`config.mk`:
```
export PLATFORM = sky130hd
export DESIGN_NAME = mem_req_arbiter
export DESIGN_NICKNAME = d
export VERILOG_FILES = /design/src/rtl/mem_req_arbiter.sv
export SDC_FILE = /design/constraint.sdc
export NUM_CORES = 1
export LEC_CHECK = 0
export CORE_MARGIN = 1
export CORE_UTILIZATION = 44
export DETAILED_ROUTE_END_ITERATION = 7
export PLACE_DENSITY = 0.86
export SLEW_MARGIN = 20
export SYNTH_ARGS = -nofsm -noshare
export SYNTH_HDL_FRONTEND = slang
export SYNTH_SLANG_ARGS = --single-unit
```
`constraint.sdc`:
```
create_clock -name clk -period 4.9 [get_ports clk]
set_clock_uncertainty 0.05 [all_clocks]
set_input_delay 1.225 -clock clk [delete_from_list [all_inputs] [get_ports clk]]
set_output_delay 1.225 -clock clk [all_outputs]
set_load 0.02 [all_outputs]
```
`src/rtl/mem_req_arbiter.sv`:
```
// rtl/mem_req_arbiter.sv - round-robin arbiter sharing one memory request/response channel; optional timeout via MEM_REQ_ARBITER_TIMEOUT_EN
module mem_req_arbiter #(
  parameter int NUM_REQ        = 4,
  parameter int ADDR_WIDTH     = 8,
  parameter int DATA_WIDTH     = 8,
  parameter int TIMEOUT_CYCLES = 255
) (
  input  logic                          clk,
  input  logic                          reset,
  input  logic [NUM_REQ-1:0]            req_vld,
  input  logic [NUM_REQ-1:0]            req_we,
  input  logic [NUM_REQ*ADDR_WIDTH-1:0] req_addr,
  input  logic [NUM_REQ*DATA_WIDTH-1:0] req_wdata,
  output logic [NUM_REQ-1:0]            req_rdy,
  output logic [NUM_REQ-1:0]            rsp_vld,
  output logic [DATA_WIDTH-1:0]         rsp_data,
  input  logic [NUM_REQ-1:0]            rsp_rdy,
  output logic                          m_req_vld,
  input  logic                          m_req_rdy,
  output logic                          m_req_we,
  output logic [ADDR_WIDTH-1:0]         m_req_addr,
  output logic [DATA_WIDTH-1:0]         m_req_wdata,
  input  logic                          m_rsp_vld,
  input  logic [DATA_WIDTH-1:0]         m_rsp_data,
  output logic                          m_rsp_rdy,
  output logic                          busy
`ifdef MEM_REQ_ARBITER_TIMEOUT_EN
  ,
  output logic                          timeout_err
`endif
);

  localparam int IDX_W = $clog2(NUM_REQ);

  typedef enum logic [2:0] {
    IDLE     = 3'd0,
    GRANT    = 3'd1,
    ISSUE    = 3'd2,
    WAIT_RSP = 3'd3,
    RESPOND  = 3'd4
  } state_t;

  state_t             state;
  logic [IDX_W-1:0]   ptr;
  logic [IDX_W-1:0]   winner;

  logic [ADDR_WIDTH-1:0] addr_arr  [NUM_REQ];
  logic [DATA_WIDTH-1:0] wdata_arr [NUM_REQ];

  logic [NUM_REQ-1:0] vld_rot;
  logic               pick_found;
  logic [IDX_W-1:0]   pick_ofs;
  logic [IDX_W:0]     pick_sum;
  logic [IDX_W-1:0]   pick_idx;
  logic [IDX_W-1:0]   next_ptr;

`ifdef MEM_REQ_ARBITER_TIMEOUT_EN
  localparam int TMO_W = $clog2(TIMEOUT_CYCLES + 1);
  logic [TMO_W-1:0] tmo_cnt;
`else
  logic unused_timeout;
  assign unused_timeout = |TIMEOUT_CYCLES;
`endif

  // Unpack the per-requester address and write-data slices
  for (genvar g = 0; g < NUM_REQ; g++) begin : g_unpack
    assign addr_arr[g]  = req_addr[g*ADDR_WIDTH +: ADDR_WIDTH];
    assign wdata_arr[g] = req_wdata[g*DATA_WIDTH +: DATA_WIDTH];
  end

  // Rotate requests so the pointer sits at bit 0, find the lowest set bit, then map back
  always_comb begin
    vld_rot    = NUM_REQ'({req_vld, req_vld} >> ptr);
    pick_found = 1'b0;
    pick_ofs   = '0;
    for (int i = NUM_REQ - 1; i >= 0; i--) begin
      if (vld_rot[i]) begin
        pick_found = 1'b1;
        pick_ofs   = IDX_W'(i);
      end
    end
    pick_sum = {1'b0, ptr} + {1'b0, pick_ofs};
    if (pick_sum >= (IDX_W+1)'(NUM_REQ)) begin
      pick_idx = IDX_W'(pick_sum - (IDX_W+1)'(NUM_REQ));
    end else begin
      pick_idx = IDX_W'(pick_sum);
    end
  end

  // Pointer moves just past the requester that completed a transaction
  assign next_ptr = (winner == IDX_W'(NUM_REQ - 1)) ? '0 : winner + IDX_W'(1);

  // Transaction FSM; every output is a register updated on state transitions
  always_ff @(posedge clk or posedge reset) begin
    if (reset) begin
      state       <= IDLE;
      ptr         <= '0;
      winner      <= '0;
      req_rdy     <= '0;
      rsp_vld     <= '0;
      rsp_data    <= '0;
      m_req_vld   <= 1'b0;
      m_req_we    <= 1'b0;
      m_req_addr  <= '0;
      m_req_wdata <= '0;
      m_rsp_rdy   <= 1'b0;
      busy        <= 1'b0;
`ifdef MEM_REQ_ARBITER_TIMEOUT_EN
      tmo_cnt     <= '0;
      timeout_err <= 1'b0;
`endif
    end else begin
`ifdef MEM_REQ_ARBITER_TIMEOUT_EN
      timeout_err <= 1'b0;
`endif
      case (state)
        IDLE: begin
          if (pick_found) begin
            winner  <= pick_idx;
            req_rdy <= NUM_REQ'(1) << pick_idx;
            busy    <= 1'b1;
            state   <= GRANT;
          end
        end
        GRANT: begin
          req_rdy <= '0;
          // A requester that withdrew during its grant cycle forfeits the turn but keeps the pointer
          if (req_vld[winner]) begin
            m_req_we    <= req_we[winner];
            m_req_addr  <= addr_arr[winner];
            m_req_wdata <= wdata_arr[winner];
            m_req_vld   <= 1'b1;
            state       <= ISSUE;
          end else begin
            busy  <= 1'b0;
            state <= IDLE;
          end
        end
        ISSUE: begin
          if (m_req_rdy) begin
            m_req_vld <= 1'b0;
            m_rsp_rdy <= 1'b1;
`ifdef MEM_REQ_ARBITER_TIMEOUT_EN
            tmo_cnt   <= '0;
`endif
            state     <= WAIT_RSP;
          end
        end
        WAIT_RSP: begin
          // A real response beats an expiry landing in the same cycle
          if (m_rsp_vld) begin
            rsp_data  <= m_rsp_data;
            rsp_vld   <= NUM_REQ'(1) << winner;
            m_rsp_rdy <= 1'b0;
            state     <= RESPOND;
          end
`ifdef MEM_REQ_ARBITER_TIMEOUT_EN
          else if (tmo_cnt == TMO_W'(TIMEOUT_CYCLES - 1)) begin
            rsp_data    <= '1;
            rsp_vld     <= NUM_REQ'(1) << winner;
            m_rsp_rdy   <= 1'b0;
            timeout_err <= 1'b1;
            state       <= RESPOND;
          end else begin
            tmo_cnt <= tmo_cnt + TMO_W'(1);
          end
`endif
        end
        RESPOND: begin
          if (rsp_rdy[winner]) begin
            rsp_vld <= '0;
            ptr     <= next_ptr;
            busy    <= 1'b0;
            state   <= IDLE;
          end
        end
        default: begin
          req_rdy   <= '0;
          rsp_vld   <= '0;
          m_req_vld <= 1'b0;
          m_rsp_rdy <= 1'b0;
          busy      <= 1'b0;
          state     <= IDLE;
        end
      endcase
    end
  end

endmodule

```
Word-level counts from Yosys, hierarchy flattened
Index checks and enable logic that the tools add are counted.

Shift operators: 3. Reductions and logical operators: 16. Order comparisons: 3. Mux-type cells: 43. $add $sub $neg: 3. Equality and inequality tests: 11. Bitwise operators: 6.

Operators with widths (count): binary-select mux 8 bit (select 2 bit) (2); two-way mux 8 bit (4); case mux 3 bit (5 select lines) (1); two-way mux 1 bit (14); two-way mux 2 bit (7); two-way mux 3 bit (4); two-way mux 4 bit (3); inequality test 2 bit (second input constant) (6); case mux 4 bit (3 select lines) (1); OR reduction 3 bit (4); AND reduction 2 bit (5); AND reduction 3 bit (3); case mux 4 bit (2 select lines) (1); AND reduction 4 bit (2); << shifter 1 x 2 -> 4 bit (first input constant) (2); >> shifter 8 x 2 -> 4 bit (1); binary-select mux 1 bit (select 2 bit) (3); == test 3 x 2 -> 1 bit (second input constant) (2); >= comparator 3 bit (second input constant) (2); case mux 1 bit (3 select lines) (2); inverter 1 bit (5); case mux 1 bit (4 select lines) (1); adder 2 x 2 -> 3 bit (1); == test 3 x 1 -> 1 bit (second input constant) (1); other kinds (8) (8).

Input bits: 88. Output and inout port bits: 36. Word-level logic and storage cells: 97. Flip-flop bits (word level): 43.

Logic depth before layout (Yosys ltp)
Depth in word-level cells: 11. Mapped depth: 10. Gate-level depth less buffers: 9.

Worst setup path after synthesis
No wires, ideal clock.

Kind: input-to-reg. Start: input req_vld[1]. End: register req_rdy[1]. Data required time: 4.728 ns. Setup time: 0.122 ns. Arrival time: 2.673 ns. Path buffers: 1. Setup slack: 2.055 ns. Stages: 10. Path through: buf_2 > and3b_1 > a21oi_1 > nor2_1 > a21oi_1 > o221ai_1 > ha_1 > xor2_1 > xnor2_2 > a32o_1.

Word-level cells in the longest chain between the ends: 11. Elaborated cells between the ends (all ways): 18. Those cells by class: add/sub (2); order compare (1); eq/ne (1); shift (2); mux (11); reduce/logical (1).

RTL lines: start: declaration (line 10) `input logic [NUM_REQ-1:0] req_vld,`; >> shifter 8 x 2 -> 4 bit (*) (line 73) `vld_rot = NUM_REQ'({req_vld, req_vld} >> ptr);`; two-way mux 2 bit (4 in series) (line 77) `if (vld_rot[i]) begin`; adder 2 x 2 -> 3 bit (line 82) `pick_sum = {1'b0, ptr} + {1'b0, pick_ofs};`; >= comparator 3 bit / subtractor 2 x 1 -> 2 bit (equally long branches) (line 83, 84); two-way mux 2 bit (line 83) `if (pick_sum >= (IDX_W+1)'(NUM_REQ)) begin`; << shifter 1 x 2 -> 4 bit (line 120) `req_rdy <= NUM_REQ'(1) << pick_idx;`; two-way mux 4 bit (line 118) `if (pick_found) begin`; case mux 4 bit (2 select lines) (line 116) `case (state)`; end signal: assignment (line 120); end: declaration (line 14) `output logic [NUM_REQ-1:0] req_rdy,`.

Every way passes the cells marked *; elsewhere a longest branch is shown, timed or not. The select of a mux whose other input is x is not followed. A chain may end at the register's enable or synchronous reset.

Final worst setup path
Start: input req_vld[2]. End: register req_rdy[1].

Same word-level chain as after synthesis.

==> metrics.log <==
[metrics] count of yosys warnings during synthesis: 0
[metrics] most common library cell in the layout ignoring fill and taps: sky130_fd_sc_hd__clkdlybuf4s50_1
[metrics] number of DRC violations after detailed-routing iteration 0: 90
[metrics] worst min-delay path category: reg -> reg
[metrics] number of fill cells: 388
[metrics] synthesis-stage register bit count: 43
[metrics] area used by multi-input combinational logic: between 0.001 and 0.0015 mm^2
[metrics] worst vdd ir: between 0.0002 and 0.0003 V
[metrics] Max Clk Rate: 0.3102 GHz
[metrics] top fanout value on the critical path: 9
[metrics] Layout Cells excl Fill: 398
[metrics] Starting Density: 0.4569
[metrics] Global Route Usage Sum: 0.2229
[metrics] leakage power total: 1.610 nW
[metrics] post-detailed-placement cell area: 0.003750 mm^2
[metrics] main combinational cell family by area after synthesis: multiplexers
[metrics] setup bufs post-CTS: 0
[metrics] share of the synthesized netlist area taken by xor and xnor gates: 0.009945
[metrics] clock transition at the registers of the reported paths: 80 ps
[metrics] final worst setup slack: approximately 1700 ps
[metrics] maximum single-stage delay on the critical path: 580 ps
[metrics] adder-cell area share of the yosys netlist: 0.02486
[metrics] total wirelength of the detailed-routed design: 6.451 mm
[metrics] Post-Route Utilization: 0.6969
[metrics] Tot Pwr: 2.146 mW
[metrics] Critical Path Start Type: primary input
[metrics] relative area change from synthesis to final layout: 52.51%
[metrics] die footprint: 0.006025 mm^2
[metrics] synthesized-area fraction occupied by ao, oa, aoi and oai cells: 0.08951
[metrics] number of remaining DRC errors: 0
[metrics] post-synthesis share of cell area spent on and, or, nand and nor gates: 0.1228
[metrics] proportion of synthesized area in mux cells: 0.2740
[metrics] worst slew margin relative to its limit: 0.3373
[metrics] placeable core area: 0.005507 mm^2
[metrics] ratio of routed vias to standard cells: 5.354
[metrics] leading cell types in the layout, fill and taps excluded: sky130_fd_sc_hd__clkdlybuf4s50_1, sky130_fd_sc_hd__dfrtp_1, sky130_fd_sc_hd__nand2_1
[metrics] synthesized netlist net count: 302
[metrics] number of max-slew violations in the final report: 0
[metrics] status: finished, final reports clean
[metrics] overall via count from detail_route: 2131
[metrics] number of hold-slack violations in the final timing report: 0
[metrics] final setup violating endpoints: 0
[metrics] die width: between 70 and 80 um
[metrics] cells traversed along the worst timing path: clkdlybuf4s50_1 -> and3b_1 -> a21oi_1 -> nor2_1 -> a21oi_1 -> o221ai_1 -> ha_1 -> xor2_1 -> xnor2_2 -> a32o_1
[metrics] overflow left after global routing: 0
[metrics] global-route wire length before repair: 10.18 mm
[metrics] number of cell rows: 27
[metrics] depth of the CTS H-tree: 2
[metrics] mean post-synth cell area: 12.04 um^2
[metrics] routed wirelength normalized by instance count: about 16 um
[metrics] largest net degree at the start of global routing: 44
[metrics] clock tree from TritonCTS: done
[metrics] power per standard cell area: 559.3 mW/mm^2
[metrics] Data arrival, critical path: between 3000 and 4000 ps
[metrics] Bufs on Longest Clock Path: 2
[metrics] ANT cells: 0
[metrics] CP dominant cell by count: sky130_fd_sc_hd__a21oi_1
[metrics] Sinks on Clock Net: 43
[metrics] count of nets after finishing: roughly 420
[metrics] area of all placed cells without fillers: 0.003837 mm^2
[metrics] number of gates given a new drive strength after cts: 0
[metrics] Antenna Nets Post-Route: 0
[metrics] endpoint kind of the worst setup timing path: register
[metrics] max-cap viol count: 0
[metrics] number of cells in the design after placement: 391
[metrics] total CTS buffers: 5
[metrics] transition time at the pin with the least slew margin: about 990 ps
[metrics] CTS Root Cell: sky130_fd_sc_hd__clkbuf_8
[metrics] Min Clock Period, post-route: 3223 ps
[metrics] worst-path cell with the longest stage delay: sky130_fd_sc_hd__clkdlybuf4s50_1
[metrics] Worst EP required: 5030 ps
[metrics] hold-fix buffer count after cts: 0
[metrics] type of the worst setup path: in -> reg
[metrics] Gate Count Post-Synth: approximately 210
[metrics] clock latency reported for the late side of the worst-skew pair: 290 ps
[metrics] number of antenna violations at the first check in global routing: 0
[metrics] Buffers on Ports: 123
[metrics] RSZ-0062 raised after global routing: false
[metrics] aggregate negative setup slack: 0 ps
[metrics] Hold WS: 435.4 ps
[metrics] final period utilization: 0.6579
[metrics] vias in the first global route: 2210
[metrics] die span in y: 77.62 um
[metrics] HPWL after detailed placement: 4.902 mm
[metrics] Cell Area, Synth: between 0.002 and 0.003 mm^2
[metrics] post-synthesis cell type count: 40
[metrics] last weighted congestion value of the routability-driven placer: between 0.8 and 0.9
[metrics] pre-CTS setup slack: 1393 ps
[metrics] fraction of layout instances using a drive strength above 1: 0.1564
[metrics] Initial DRT Pass Iterations: 4
[metrics] combined flip-flop and latch cell area: 0.001076 mm^2
[metrics] I/O pins: around 120
[metrics] Seq/Total Area, Yosys: 0.4276
[critical path, delay by kind of cell]
family          cells  cell delay [ps]
compound gates      4              650
buf+inv             1              580
xor+xnor            2              340
simple gates        2              330
fa+ha+maj           1              210
[where the power goes]
group / total [mW] / internal, mW / switching (mW)
registers: 0.690 / 0.523 / 0.167
clock network: 0.229 / 0.111 / 0.118
logic: 1.23 / 0.669 / 0.559
total: 2.15 / 1.30 / 0.844
[cell families (layout without fill, tap and decap cells)]
kind of cell    Yosys count  count (layout)
compound gates           31              31
buf+inv                  22             139
xor+xnor                  2               2
simple gates             67              67
mux                      39              39
fa+ha+maj                 5               5
flops                    43              43
[area by class of cell]
| class | instances | area share |
|---|---|---|
| inverters | 7 | 0.006847 |
| flip-flops and latches | 43 | 0.2804 |
| clock buffers | 6 | 0.02152 |
| repair buffers | 125 | 0.3247 |
| clock inverters | 1 | 0.001304 |
| well taps | 72 | 0.02348 |
| multi-input cells | 144 | 0.3417 |
[metal layers]
metal	vias up	share of wire	track usage
met4	0	0.013	0.06604
met2	106	0.52	0.3929
met3	8	0.064	0.06353
met5	-	0	0
met1	1027	0.40	0.2624
li1	990	-	-
[state kept, by name, summed over array words and instances, names as in the netlist]
register / flops
req_rdy: 4
m_req_addr: 8
ptr: 2
m_req_we: 1
m_rsp_rdy: 1
winner: 2
rsp_vld: 4
state: 3
m_req_vld: 1
rsp_data: 8
m_req_wdata: 8
busy: 1
[path summary, 6_finish.rpt]
kind	endpoint	start	slack, ps	cells past startpoint
setup / recovery	req_rdy[1]$_DFFE_PP0P_	req_vld[2]	1680	10
max in group asynchronous	rsp_vld[1]$_DFFE_PP0P_	reset	3110	3
hold reg to reg	rsp_data[7]$_DFFE_PP0P_	rsp_data[7]$_DFFE_PP0P_	440	2
min in group asynchronous	m_req_wdata[3]$_DFFE_PP0P_	reset	1320	3
setup reg to reg	m_req_wdata[7]$_DFFE_PP0P_	winner[1]$_DFFE_PP0P_	2600	4
hold / removal	rsp_data[7]$_DFFE_PP0P_	rsp_data[7]$_DFFE_PP0P_	440	2
[synth_stat cells (all sizes together)]
cell type  instances  area (um^2)
o31ai              3        22.52
nand2             38        158.9
xor2               1        8.760
nand2b             2        12.51
o311ai             3        43.80
o221ai             1        8.760
mux2              19        247.7
o22ai              1        6.260
mux4              19        431.7
nor3b              1        7.510
clkbuf             4        15.01
dfrtp             43         1076
a22oi              1        7.510
o211ai             1        7.510
xnor2              1        16.27
nor4               2        12.51
nor3               2        10.01
buf               11        87.58
inv                7        26.28
ha                 5        62.56
a22o               5        43.79
nor2              15        56.30
and3b              1        8.760
nand3b             1        7.510
a32o               1        10.01
or2                1        6.260
nand4b             1        8.760
and2               1        8.760
o21ai              9        45.04
a21oi              6        30.03
nand3              1        5.000
mux2i              1        10.01
or3                1        6.260
Note: power is estimated with default switching activity, not from simulation.
